===== config.mk =====
export PLATFORM = sky130hd
export DESIGN_NAME = mem_port_ctrl
export DESIGN_NICKNAME = d
export VERILOG_FILES = /design/src/rtl/mem_port_pkg.sv /design/src/rtl/mem_port_wait_cnt.sv /design/src/rtl/mem_port_ctrl.sv
export SDC_FILE = /design/constraint.sdc
export NUM_CORES = 1
export LEC_CHECK = 0
export CORE_ASPECT_RATIO = 0.6
export CORE_MARGIN = 2
export CORE_UTILIZATION = 41
export CTS_CLUSTER_DIAMETER = 100
export DETAILED_ROUTE_END_ITERATION = 8
export PLACE_DENSITY_LB_ADDON = 0.15
export SLEW_MARGIN = 20
export SYNTH_ARGS = -nofsm -noshare
export SYNTH_HDL_FRONTEND = slang
export SYNTH_HIERARCHICAL = 1
export SYNTH_SLANG_ARGS = --single-unit

===== constraint.sdc =====
create_clock -name clock -period 2.6 [get_ports clock]
set_input_delay 0.52 -clock clock [delete_from_list [all_inputs] [get_ports clock]]
set_output_delay 0.52 -clock clock [all_outputs]
set_load 0.02 [all_outputs]

===== src/rtl/mem_port_pkg.sv =====
// Shared types and defaults for the memory port controller.
// Holds the controller state enum, the default widths and the wait-counter width.
package mem_port_pkg;

    localparam int unsigned DefDataW      = 16;
    localparam int unsigned DefAddrW      = 16;
    localparam int unsigned DefWaitCycles = 1;
    localparam int unsigned DefMemDepth   = 256;

    // Wait counter width; holds WAIT_CYCLES values up to 15.
    localparam int unsigned CntW = 4;

    // Controller states: IDLE, ISSUE, WAIT, RESP.
    typedef enum logic [1:0] {
        StIdle  = 2'd0,
        StIssue = 2'd1,
        StWait  = 2'd2,
        StResp  = 2'd3
    } state_e;

endpackage


===== src/rtl/mem_port_wait_cnt.sv =====
// SRAM read-latency down-counter for the memory port controller.
// Loads a start value, decrements on request and saturates at zero.
module mem_port_wait_cnt
    import mem_port_pkg::*;
(
    input  logic            clock,
    input  logic            reset,
    input  logic            load,
    input  logic [CntW-1:0] load_val,
    input  logic            dec,
    output logic [CntW-1:0] count,
    output logic            zero
);

    logic [CntW-1:0] cnt_q, cnt_d;

    // Next count: load wins over decrement; never step below zero.
    always_comb begin
        cnt_d = cnt_q;
        if (load) begin
            cnt_d = load_val;
        end else if (dec && (cnt_q != '0)) begin
            cnt_d = cnt_q - 1'b1;
        end
    end

    // Count register.
    always_ff @(posedge clock) begin
        if (reset) begin
            cnt_q <= '0;
        end else begin
            cnt_q <= cnt_d;
        end
    end

    assign count = cnt_q;
    assign zero  = (cnt_q == '0);

endmodule


===== src/rtl/mem_port_ctrl.sv =====
// Single-outstanding request controller in front of a synchronous SRAM.
// Request -> ISSUE (one mem_en cycle) -> WAIT (WAIT_CYCLES) -> RESP (one rsp_valid pulse).
// Optional feature macro: MEM_PORT_ERR_EN (out-of-range addresses answer with rsp_err).
module mem_port_ctrl
    import mem_port_pkg::*;
#(
    parameter int unsigned DATA_W      = DefDataW,
    parameter int unsigned ADDR_W      = DefAddrW,
    parameter int unsigned WAIT_CYCLES = DefWaitCycles,
    parameter int unsigned MEM_DEPTH   = DefMemDepth
) (
    input  logic              clock,
    input  logic              reset,
    input  logic              req_valid,
    input  logic              req_write,
    input  logic [ADDR_W-1:0] req_addr,
    input  logic [DATA_W-1:0] req_wdata,
    output logic              req_ready,
    output logic              rsp_valid,
    output logic [DATA_W-1:0] rsp_rdata,
    output logic              rsp_err,
    output logic              mem_en,
    output logic              mem_we,
    output logic [ADDR_W-1:0] mem_addr,
    output logic [DATA_W-1:0] mem_wdata,
    input  logic [DATA_W-1:0] mem_rdata
);

    if ((WAIT_CYCLES < 1) || (WAIT_CYCLES > 15) || (MEM_DEPTH < 1)) begin : g_bad_param
        $error("mem_port_ctrl: illegal WAIT_CYCLES or MEM_DEPTH");
    end

    state_e            state_q, state_d;
    logic              accept;
    logic              addr_err;
    logic              last_wait;
    logic              cnt_load;
    logic              cnt_dec;
    logic              cnt_zero;
    logic [CntW-1:0]   cnt;
    logic              write_q;
    logic [ADDR_W-1:0] addr_q;
    logic [DATA_W-1:0] wdata_q;
    logic [DATA_W-1:0] rdata_q;
    logic              mem_en_q;
    logic              mem_we_q;

    assign req_ready = (state_q == StIdle);
    assign accept    = req_valid && req_ready;

`ifdef MEM_PORT_ERR_EN
    assign addr_err = (32'(req_addr) >= MEM_DEPTH);
`else
    assign addr_err = 1'b0;
`endif

    // Counter holds WAIT_CYCLES on the first WAIT cycle, so a count of 1 marks the last one.
    assign cnt_load  = (state_q == StIssue);
    assign cnt_dec   = (state_q == StWait) && !cnt_zero;
    assign last_wait = (state_q == StWait) && (cnt <= CntW'(1));

    mem_port_wait_cnt u_wait_cnt (
        .clock    (clock),
        .reset    (reset),
        .load     (cnt_load),
        .load_val (CntW'(WAIT_CYCLES)),
        .dec      (cnt_dec),
        .count    (cnt),
        .zero     (cnt_zero)
    );

    // Next-state decode.
    always_comb begin
        state_d = state_q;
        unique case (state_q)
            StIdle:  if (accept) state_d = addr_err ? StResp : StIssue;
            StIssue: state_d = StWait;
            StWait:  if (last_wait) state_d = StResp;
            StResp:  state_d = StIdle;
            default: state_d = StIdle;
        endcase
    end

    // State register and registered SRAM strobes (asserted only for the ISSUE cycle).
    always_ff @(posedge clock) begin
        if (reset) begin
            state_q  <= StIdle;
            mem_en_q <= 1'b0;
            mem_we_q <= 1'b0;
        end else begin
            state_q  <= state_d;
            mem_en_q <= (state_d == StIssue);
            mem_we_q <= (state_d == StIssue) && req_write;
        end
    end

    // Request latch; these registers also drive the SRAM address and write data.
    always_ff @(posedge clock) begin
        if (reset) begin
            write_q <= 1'b0;
            addr_q  <= '0;
            wdata_q <= '0;
        end else if (accept) begin
            write_q <= req_write;
            addr_q  <= req_addr;
            wdata_q <= req_wdata;
        end
    end

    // Response data capture; held until the next capture.
    always_ff @(posedge clock) begin
        if (reset) begin
            rdata_q <= '0;
        end else if (last_wait) begin
            rdata_q <= write_q ? '0 : mem_rdata;
`ifdef MEM_PORT_ERR_EN
        end else if (accept && addr_err) begin
            rdata_q <= '0;
`endif
        end
    end

`ifdef MEM_PORT_ERR_EN
    logic err_q;

    // Error flag captured alongside the response data.
    always_ff @(posedge clock) begin
        if (reset) begin
            err_q <= 1'b0;
        end else if (last_wait) begin
            err_q <= 1'b0;
        end else if (accept) begin
            err_q <= addr_err;
        end
    end

    assign rsp_err = err_q;
`else
    assign rsp_err = 1'b0;
`endif

    assign rsp_valid = (state_q == StResp);
    assign rsp_rdata = rdata_q;
    assign mem_en    = mem_en_q;
    assign mem_we    = mem_we_q;
    assign mem_addr  = addr_q;
    assign mem_wdata = wdata_q;

endmodule


======== Yosys cells after proc, flatten, opt, wreduce, memory -nomap -nowiden ========
Index checks and enable logic that the tools add are counted.
cells by class
  add/subtract/negate cells ............... 1
  $mul .................................... 0
  divide/modulo/power cells ............... 0
  $lt $le $gt $ge ......................... 1
  eq/ne operators ......................... 4
  shifts and indexed selects .............. 0
  mux-type cells .......................... 6
  bitwise logic cells ..................... 0
  reductions and logical operators ........ 11
operators by type and width
  kind                   count
  $mux W16               1
  $pmux W2 S4            1
  $logic_and A1 B1 Y1    5
  $eq A2 B1 Y1 const B   2
  $eq A2 B2 Y1 const B   2
  $le A4 B1 Y1 const B   1
  $logic_not A4 Y1       1
  $mux W2                2
  $reduce_bool A4 Y1     1
  $sub A4 B1 Y4 const B  1
  $logic_not A2 Y1       1
  $mux W1                2
  $reduce_bool A2 Y1     1
  $reduce_or A2 Y1       1
  $logic_not A1 Y1       1
storage, ports and cells
  bits in registers ....................... 57
  bits in latches ......................... 0
  memory bits (writable) .................. 0
  ROM bits ................................ 0
  memories kept ........................... 0

======== Longest topological paths before layout ========
Gate-level depths: netlist of run 1.
  depth after elaboration ................. 6
  mapped depth ............................ 8
  gate-level depth less buffers ........... 8

======== Cells and area by module ========
Netlist of run 1, hierarchy kept.
by module, submodules not included
  module             times used  cells an instance  area each (µm²)  seq. area each (µm²)
  mem_port_ctrl      1           239                2005.7           1061.0
  mem_port_wait_cnt  1           29                 262.8            80.1

======== Worst setup path after synthesis of run 1 ========
Ideal clock, no wire load.
  kind .................................... flip-flop to flip-flop
  start point ............................. register u_wait_cnt.cnt_q[1], in the netlist u_wait_cnt/count[1]
  end point ............................... register u_wait_cnt.cnt_q[3], in the netlist u_wait_cnt/count[3]
  data arrival time ....................... 1931 ps
  data required time ...................... 2474 ps
  setup slack ............................. 544 ps
  cell stages (with the launch flop) ...... 9
  buffers on the path ..................... 0
  period minus slack after synthesis ...... 2056 ps
  cell sequence ........................... dfxtp_1 inv_1 ha_1 or3b_4 inv_1 nor2b_1 nor4b_2 mux2i_1 a211oi_1
between the ends
  word-level cells in the longest chain between the ends .. 4
  elaborated cells on any way between the ends .. 6
RTL lines
  element                   RTL line                 source
  start: declaration        mem_port_wait_cnt.sv:15  logic [CntW-1:0] cnt_q, cnt_d;
  start signal: assignment  mem_port_wait_cnt.sv:32  cnt_q <= cnt_d;
  $logic_not A4 Y1          mem_port_wait_cnt.sv:37  assign zero = (cnt_q == '0);
  via cnt_zero              mem_port_ctrl.sv:39      logic cnt_zero;
  $logic_not A1 Y1          mem_port_ctrl.sv:59      assign cnt_dec = (state_q == StWait) && !cnt_zero;
  $logic_and A1 B1 Y1       mem_port_ctrl.sv:59
  via cnt_dec               mem_port_ctrl.sv:38      logic cnt_dec;
  $logic_and A1 B1 Y1       mem_port_wait_cnt.sv:22  end else if (dec && (cnt_q != '0)) begin
The timed path passes the listed nets, and every way through them passes these cells.
A chain may end at the register's enable or synchronous reset.

======== Worst setup path after layout of run 1 ========
Same ends and word-level chain as after synthesis.

==> results.json, run 1 <==
{
  "place.gp.congestion": 0.802,
  "synth.distinct_cells": 32,
  "powerDensity_nw_per_um2": 1010,
  "use_met1_pct": 24.0,
  "crit_top_cell": "inv_1",
  "dieArea_um2": 6160,
  "worstHoldEndpoint": "rsp_rdata[2]$_SDFFE_PP0P_",
  "dp_cells": 429,
  "worstPathCellList": "inv_1, ha_1, or3b_4, inv_1, nor2b_1, buf_4, nor4b_2, mux2i_1, a211oi_1",
  "slew_headroom_pct": 60.8,
  "syn_area_um2": 2270,
  "cts_buffer_depth": 2,
  "n_antenna_cell": 0,
  "r2r_end": "u_wait_cnt/count[3]$_SDFFE_PP0P_",
  "met3_usage_pct": 9.88,
  "tns_ps": 0,
  "cp_slowest_cell": "dfxtp_1",
  "dpl-instance-area_um2": 3350,
  "synth-edff-count": 0,
  "top_usage_layer": "met2",
  "rsz0062_at_grt": "no",
  "cts-resized-gates": 0,
  "post_cts_buffers": 0,
  "synth_flop_cell": "dfxtp_1",
  "synthCells": 268,
  "synthArstFlopShare_pct": 0,
  "io_pins": 105,
  "required_ps": 2800,
  "clkTransAtPathRegs_ps": 70,
  "use_met2_pct": 31.1,
  "nets": 432,
  "cts_tree": "done",
  "first_pass_iters": 4,
  "chipHeight_um": 61.6,
  "fin_crit_ps": 2170,
  "regToRegStartpoint": "u_wait_cnt/count[1]$_SDFFE_PP0P_",
  "clock_latency_ps": 340,
  "leakagePower_nw": 1.31,
  "grt_pass1_wl_mm": 9.18,
  "postLayoutCoreUtil_pct": 69.2,
  "cts-root-buf": "clkbuf_8",
  "setup-violations-final": 0,
  "synthAdderAreaFrac_pct": 3.31,
  "start_util_pct": 43.6,
  "die_w_um": 100,
  "cts.sinks": 57,
  "cp_num_buf_inv": 3,
  "dpl.hpwl_mm": 4.15,
  "coreArea_um2": 5200,
  "period_share_pct": 83.6,
  "hp-class": "flop to flop",
  "mostFrequentLayoutCell": "clkdlybuf4s50_1",
  "rrSetupSlack_ps": 430,
  "worstHoldPathCells": 2,
  "layout_common_cells": "clkdlybuf4s50_1, nand2_1, dfxtp_1",
  "rows": 20,
  "status": "completed",
  "fin_worst_skew_ps": 9.30,
  "end_kind": "flop",
  "htree_levels": 3,
  "cp_max_fo": 7,
  "synth-simple-area-share_pct": 26.1,
  "ir_worst_vdd_mv": 0.560,
  "hp-start": "rsp_rdata[2]$_SDFFE_PP0P_",
  "cpLargestDelayFamily": "simple AND/OR/NAND/NOR gates",
  "grt_max_degree": 34,
  "critPathKind": "flop to flop",
  "synth_compound_area_share_pct": 14.4,
  "seq_area_frac_synth_pct": 50.3,
  "area_growth_pct": 58.7,
  "critPathLaunchType": "flop",
  "yosys_register_bits": 57,
  "synth_xor_area_share_pct": 0,
  "r2r_cells": 9,
  "muxShareOfSynthArea_pct": 0.441,
  "cts_buffers": 9,
  "synth_warnings": 6,
  "vias_per_cell": 4.89,
  "drive_gt1_share_pct": 7.92,
  "grt_pass1_vias": 1968,
  "hold_viol": 0,
  "drtIter0Drc": 87,
  "synth_top_family_by_area": "simple AND/OR/NAND/NOR gates",
  "fmax_ghz": 0.460,
  "ant_nets": 0,
  "crit_path_max_incr_delay_ps": 440,
  "final_cell_area_um2": 3600,
  "max_cap_viol_count": 0,
  "port-buffer-count": 103,
  "cts_hold_buf": 0,
  "drt-total-wl_mm": 6.06,
  "drc": 0,
  "worstMarginPinSlew_ps": 588,
  "grt_overflow": 0,
  "instances_no_fill": 445,
  "wire_per_inst_um": 13.6,
  "gr-usage-all-layers_pct": 19.7,
  "antenna_found_initial": 0,
  "syn_avg_cell_area_um2": 8.46,
  "vias": 2176,
  "cp.arrival_ps": 2380,
  "drv_slew": 0
}
## sequential cells by signal (all words and copies together) (netlist names)
| name | count |
|---|---|
| write_q | 1 |
| mem_wdata | 16 |
| state_q | 2 |
| mem_addr | 16 |
| rsp_rdata | 16 |
| mem_we | 1 |
| u_wait_cnt/count | 4 |
| mem_en | 1 |
## stage by stage
stage                     power [mW]  worst slack, ps  hold slack [ps]
after global placement          2.58              649              438
after CTS                       3.66              438              454
after global routing            3.83              251              472
final                           3.63              427              449
after floorplan                 2.06              544              528
after detailed placement        2.60              541              444
## synth_stat cells (2+ instances only)
library cell | n | area, um^2
nand2_1 | 85 | 319
dfxtp_1 | 57 | 1140
a21oi_1 | 48 | 240
nand3b_1 | 16 | 120
clkbuf_1 | 14 | 52.6
ha_1 | 6 | 75.1
inv_1 | 6 | 22.5
nor2_1 | 5 | 18.8
a211oi_1 | 2 | 15.0
a311oi_1 | 2 | 17.5
buf_4 | 2 | 15.0
conb_1 | 2 | 7.51
nor2b_1 | 2 | 12.5
nor3_1 | 2 | 10.0
nor4_1 | 2 | 12.5
## metal layers
layer | wire length, um | vias up | part of all wire (%)
li1 | - | 1095 | -
met1 | 2860 | 983 | 47
met2 | 2510 | 91 | 41
met3 | 633 | 7 | 10
met4 | 58 | 0 | 0.96
met5 | 0 | - | 0
## cell families (layout without fill, tap and decap cells)
family,after synthesis,in the layout
flops,57,57
compound gates,56,56
other cells,2,5
buf+inv,24,132
mux,1,1
fa+ha+maj,6,6
simple gates,122,122
## where the power goes
part	internal [mW]	switching (mW)
registers	1.06	0.134
logic	0.631	0.764
clock network	0.665	0.372
total	2.36	1.27
## worst max path at each step
stage / from / endpoint / slack, ps / depth (start not counted)
5_1_grt: u_wait_cnt/count[1]$_SDFFE_PP0P_ / u_wait_cnt/count[3]$_SDFFE_PP0P_ / 250 / 9
2_1_floorplan: u_wait_cnt/count[1]$_SDFFE_PP0P_ / u_wait_cnt/count[3]$_SDFFE_PP0P_ / 540 / 8
3_3_place_gp: u_wait_cnt/count[1]$_SDFFE_PP0P_ / u_wait_cnt/count[3]$_SDFFE_PP0P_ / 650 / 9
4_1_cts: u_wait_cnt/count[1]$_SDFFE_PP0P_ / u_wait_cnt/count[3]$_SDFFE_PP0P_ / 440 / 9
3_5_place_dp: u_wait_cnt/count[1]$_SDFFE_PP0P_ / u_wait_cnt/count[3]$_SDFFE_PP0P_ / 540 / 9
6_report: u_wait_cnt/count[1]$_SDFFE_PP0P_ / u_wait_cnt/count[3]$_SDFFE_PP0P_ / 430 / 9
## worst min-delay path, delay by kind of cell (launching register included)
kind / cells / cell delay, ps
flops: 1 / 310
simple gates: 1 / 50
compound gates: 1 / 50
## layout make-up
| type | count | area (um^2) |
|---|---|---|
| fill | 424 | 1610 |
| sequential | 57 | 1140 |
| timing repair buffer | 110 | 1080 |
| multi-input combinational | 190 | 1020 |
| clock buffer | 10 | 138 |
| clock inverter | 6 | 115 |
| tap | 66 | 82.6 |
| inverter | 6 | 22.5 |
Power figures use the tool's default switching activity.
==> run 2: changes to the inputs <==
==> constraint.sdc (replaced) <==
create_clock -name clock -period 2.1 [get_ports clock]
set_input_delay 0.42 -clock clock [delete_from_list [all_inputs] [get_ports clock]]
set_output_delay 0.42 -clock clock [all_outputs]
set_load 0.02 [all_outputs]
==> results.json, run 2 (synthesized netlist as in run 1, its figures left out) <==
{
  "final_cell_area_um2": 3580,
  "status": "completed",
  "dpl-instance-area_um2": 3370,
  "first_pass_iters": 4,
  "layout_common_cells": "clkdlybuf4s50_1, nand2_1, dfxtp_1",
  "dieArea_um2": 6160,
  "dpl.hpwl_mm": 4.09,
  "grt_pass1_wl_mm": 8.91,
  "chipHeight_um": 61.6,
  "rows": 20,
  "io_pins": 105,
  "drtIter0Drc": 86,
  "coreArea_um2": 5200,
  "port-buffer-count": 103,
  "rrSetupSlack_ps": 120,
  "post_cts_buffers": 0,
  "end_kind": "flop",
  "fin_crit_ps": 1980,
  "drive_gt1_share_pct": 7.89,
  "htree_levels": 3,
  "cts_hold_buf": 0,
  "cts_buffer_depth": 2,
  "leakagePower_nw": 1.31,
  "die_w_um": 100,
  "vias": 2147,
  "power.total_mw": 4.31,
  "mostFrequentLayoutCell": "clkdlybuf4s50_1",
  "combPwrFrac_pct": 40.8,
  "share_seq_of_total_power_pct": 34.4,
  "clock_latency_ps": 320,
  "vias_per_cell": 4.81,
  "gr-usage-all-layers_pct": 19.2,
  "regToRegStartpoint": "u_wait_cnt/count[1]$_SDFFE_PP0P_",
  "cts_buffers": 9,
  "max_cap_viol_count": 0,
  "drc": 0,
  "area_growth_pct": 57.8,
  "swShare_pct": 35.3,
  "internal-power_mw": 2.79,
  "fin_worst_skew_ps": 4.76,
  "hp-start": "rsp_rdata[2]$_SDFFE_PP0P_",
  "clkTransAtPathRegs_ps": 60,
  "rsz0062_at_grt": "no",
  "antenna_found_initial": 0,
  "required_ps": 2290,
  "wire_per_inst_um": 13.2,
  "cp_max_fo": 5,
  "place.gp.congestion": 0.791,
  "hold_viol": 0,
  "ir_worst_vdd_mv": 0.762,
  "hp-class": "flop to flop",
  "cts_tree": "done",
  "powerDensity_nw_per_um2": 1200,
  "grt_max_degree": 34,
  "nets": 433,
  "drv_slew": 0,
  "critPathLaunchType": "flop",
  "p_switching_mw": 1.52,
  "n_antenna_cell": 0,
  "drt-total-wl_mm": 5.87,
  "crit_start": "u_wait_cnt/count[1]$_SDFFE_PP0P_",
  "grt_pass1_vias": 1904,
  "clkPwrFrac_pct": 24.9,
  "cp.arrival_ps": 2170,
  "seq_area_um2": 1140,
  "fmax_ghz": 0.505,
  "grt_overflow": 0,
  "period_share_pct": 94.4,
  "critPathKind": "flop to flop",
  "tns_ps": 0,
  "start_util_pct": 43.6,
  "fill_cells": 440,
  "cts-root-buf": "clkbuf_8",
  "ant_nets": 0,
  "setup-violations-final": 0,
  "cts.sinks": 57,
  "multi_input_area_um2": 1020
}
## run 2: repair_timing
action                                  in CTS  in global routing
endpoints found under the setup margin       0                  1
endpoints found under the hold margin        0                  0
gates resized for setup                      0                  1
## run 2: path summary, 6_finish.rpt
check | to | cells after the start
worst min register to register | rsp_rdata[2]$_SDFFE_PP0P_ | 2
worst max-delay path | u_wait_cnt/count[3]$_SDFFE_PP0P_ | 8
worst max register to register | u_wait_cnt/count[3]$_SDFFE_PP0P_ | 8
worst min-delay path | rsp_rdata[2]$_SDFFE_PP0P_ | 2
## run 2: per-stage QoR
step	setup WS, ps	std cells	hold WS, ps	utilization (%)
detailed placement	169	430	444	64.7
floorplan	43.5	271	492	-
global route	1.27	446	468	68.8
global placement	245	430	440	64.7
finish	118	446	448	68.8
CTS	78.4	446	452	68.7
## run 2: cell type report
cell class | instances | share of cell area [%]
multi-input combinational | 190 | 28.6
clock inverter | 6 | 2.31
sequential | 57 | 31.9
clock buffer | 10 | 3.57
inverter | 6 | 0.629
timing repair buffer | 111 | 30.8
tap | 66 | 2.31
## run 2: metal layers
layer | vias up | GRT usage [%] | wire, um
li1 | 1096 | - | -
met1 | 969 | 24.1 | 2780
met2 | 76 | 28.4 | 2480
met3 | 6 | 10.3 | 572
met4 | 0 | 7.05 | 43
met5 | - | 0 | 0
## run 2: worst max-delay path: stages (launching register included)
cell	delay (ps)
dfxtp_1	430
inv_1	120
ha_1	230
or3b_4	290
inv_1	50
nor2b_1	130
nor4b_2	290
mux2i_1	230
a211oi_1	90
## run 2: power groups by stage
stage	Clock [mW]	Combinational, mW	Sequential (mW)
floorplan	0	0.854	1.70
global placement	0	1.73	1.49
detailed placement	0	1.76	1.51
CTS	1.10	1.77	1.48
global route	1.16	1.91	1.51
finish	1.07	1.76	1.48
==> run 3: changes to the inputs <==
--- a/config.mk
+++ b/config.mk
@@ -7,9 +7,11 @@
 export LEC_CHECK = 0
 export CORE_ASPECT_RATIO = 0.6
 export CORE_MARGIN = 2
-export CORE_UTILIZATION = 41
+export CORE_UTILIZATION = 42
+export CTS_BUF_LIST = sky130_fd_sc_hd__clkbuf_4
 export CTS_CLUSTER_DIAMETER = 100
 export DETAILED_ROUTE_END_ITERATION = 8
+export MAX_ROUTING_LAYER = met4
 export PLACE_DENSITY_LB_ADDON = 0.15
 export SLEW_MARGIN = 20
 export SYNTH_ARGS = -nofsm -noshare
==> results.json, run 3 (synthesized netlist as in run 1, its figures left out) <==
{
  "r2r_cells": 8,
  "tns_ps": 0,
  "dpl-instance-area_um2": 3340,
  "power.total_mw": 3.77,
  "leakagePower_nw": 1.24,
  "nets": 431,
  "fmax_ghz": 0.502,
  "status": "completed",
  "cp.arrival_ps": 1570,
  "ant_nets": 0,
  "end_kind": "output port",
  "wire_per_inst_um": 12.8,
  "drv_slew": 0,
  "antenna_found_initial": 0,
  "htree_levels": 3,
  "grt_pass1_vias": 1862,
  "io_pins": 105,
  "max_cap_viol_count": 0,
  "dp_cells": 428,
  "critPathKind": "flop to output port",
  "chipHeight_um": 60.9,
  "fin_worst_skew_ps": 7.77,
  "drc": 0,
  "grt_max_degree": 34,
  "clock_latency_ps": 400,
  "drt-total-wl_mm": 5.69,
  "layout_common_cells": "clkdlybuf4s50_1, nand2_1, dfxtp_1",
  "gr-usage-all-layers_pct": 19.8,
  "setup-violations-final": 0,
  "fin_hold_ws_ps": 455,
  "period_share_pct": 94.8,
  "final_cell_area_um2": 3440,
  "drtIter0Drc": 80,
  "hp-class": "flop to flop",
  "worstMarginPinSlew_ps": 563,
  "rsz0062_at_grt": "no",
  "cts_buffers": 9,
  "coreArea_um2": 5130,
  "place.gp.congestion": 0.803,
  "powerDensity_nw_per_um2": 1100,
  "drive_gt1_share_pct": 6.90,
  "cts_buffer_depth": 2,
  "rows": 20,
  "fin_crit_ps": 1990,
  "instances_no_fill": 443,
  "dieArea_um2": 6020,
  "start_util_pct": 44.2,
  "first_pass_iters": 4,
  "die_w_um": 98.9,
  "n_antenna_cell": 0,
  "cp_max_fo": 4,
  "vias": 2098,
  "dpl.hpwl_mm": 3.98,
  "mostFrequentLayoutCell": "clkdlybuf4s50_1",
  "post_cts_buffers": 0,
  "clkTransAtPathRegs_ps": 90,
  "vias_per_cell": 4.74,
  "slew_headroom_pct": 62.5,
  "cts-root-buf": "clkbuf_4",
  "regToRegStartpoint": "u_wait_cnt/count[1]$_SDFFE_PP0P_",
  "r2r_end": "u_wait_cnt/count[1]$_SDFFE_PP0P_",
  "ir_worst_vdd_mv": 0.657,
  "cts.sinks": 57,
  "port-buffer-count": 103,
  "area_growth_pct": 51.6,
  "required_ps": 1680,
  "cts_tree": "done",
  "grt_pass1_wl_mm": 8.82,
  "setup.worst_path.end": "rsp_valid",
  "hold_viol": 0,
  "crit_start": "state_q[0]$_SDFF_PP0_",
  "rrSetupSlack_ps": 210,
  "grt_overflow": 0,
  "critPathLaunchType": "flop"
}
==> run 3: layout make-up <==
| type | count | area (um^2) |
|---|---|---|
| tap | 66 | 82.6 |
| timing repair buffer | 109 | 1070 |
| clock buffer | 10 | 75.1 |
| multi-input combinational | 190 | 1020 |
| fill | 427 | 1690 |
| inverter | 6 | 22.5 |
| clock inverter | 5 | 23.8 |
| sequential | 57 | 1140 |
==> run 3: timing repair <==
action,in CTS,in global routing
gates resized for setup,1,1
setup endpoints to repair,1,1
hold buffers,0,0
==> run 3: report_power, final <==
| group | total [mW] | switching, mW | internal, mW |
|---|---|---|---|
| registers | 1.48 | 0.164 | 1.32 |
| clock network | 0.618 | 0.381 | 0.236 |
| logic | 1.67 | 0.912 | 0.760 |
| total | 3.77 | 1.46 | 2.31 |
==> run 3: routing by layer <==
layer | up-vias | GRT usage (%) | wire length (um)
met5 | - | - | 0
met3 | 7 | 9.56 | 544
met2 | 79 | 27.7 | 2270
met1 | 917 | 25.4 | 2810
met4 | 0 | 5.87 | 57
li1 | 1095 | - | -
==> run 3: worst min-delay path by stage <==
stage / start / endpoint / depth (start not counted)
final: rsp_rdata[5]$_SDFFE_PP0P_ / rsp_rdata[5]$_SDFFE_PP0P_ / 2
after global routing: reset / mem_wdata[6]$_SDFFE_PP0P_ / 2
after CTS: reset / mem_addr[14]$_SDFFE_PP0P_ / 2
after detailed placement: rsp_rdata[5]$_SDFFE_PP0P_ / rsp_rdata[5]$_SDFFE_PP0P_ / 2
after global placement: rsp_rdata[12]$_SDFFE_PP0P_ / rsp_rdata[12]$_SDFFE_PP0P_ / 2
after floorplan: reset / u_wait_cnt/count[0]$_SDFFE_PP0P_ / 1
==> run 3: worst max-delay path, stage by stage, from the launching register on <==
cell and delay, ps:
dfxtp_1 400, ha_1 170, clkdlybuf4s50_1 610
==> run 3: through the flow <==
step / setup slack [ps] / util [%]
detailed placement: 143 / 65.1
global placement: 243 / 65.1
finish: 110 / 67.0
global route: 18.2 / 67.0
CTS: 73.0 / 67.0
floorplan: 43.5 / -
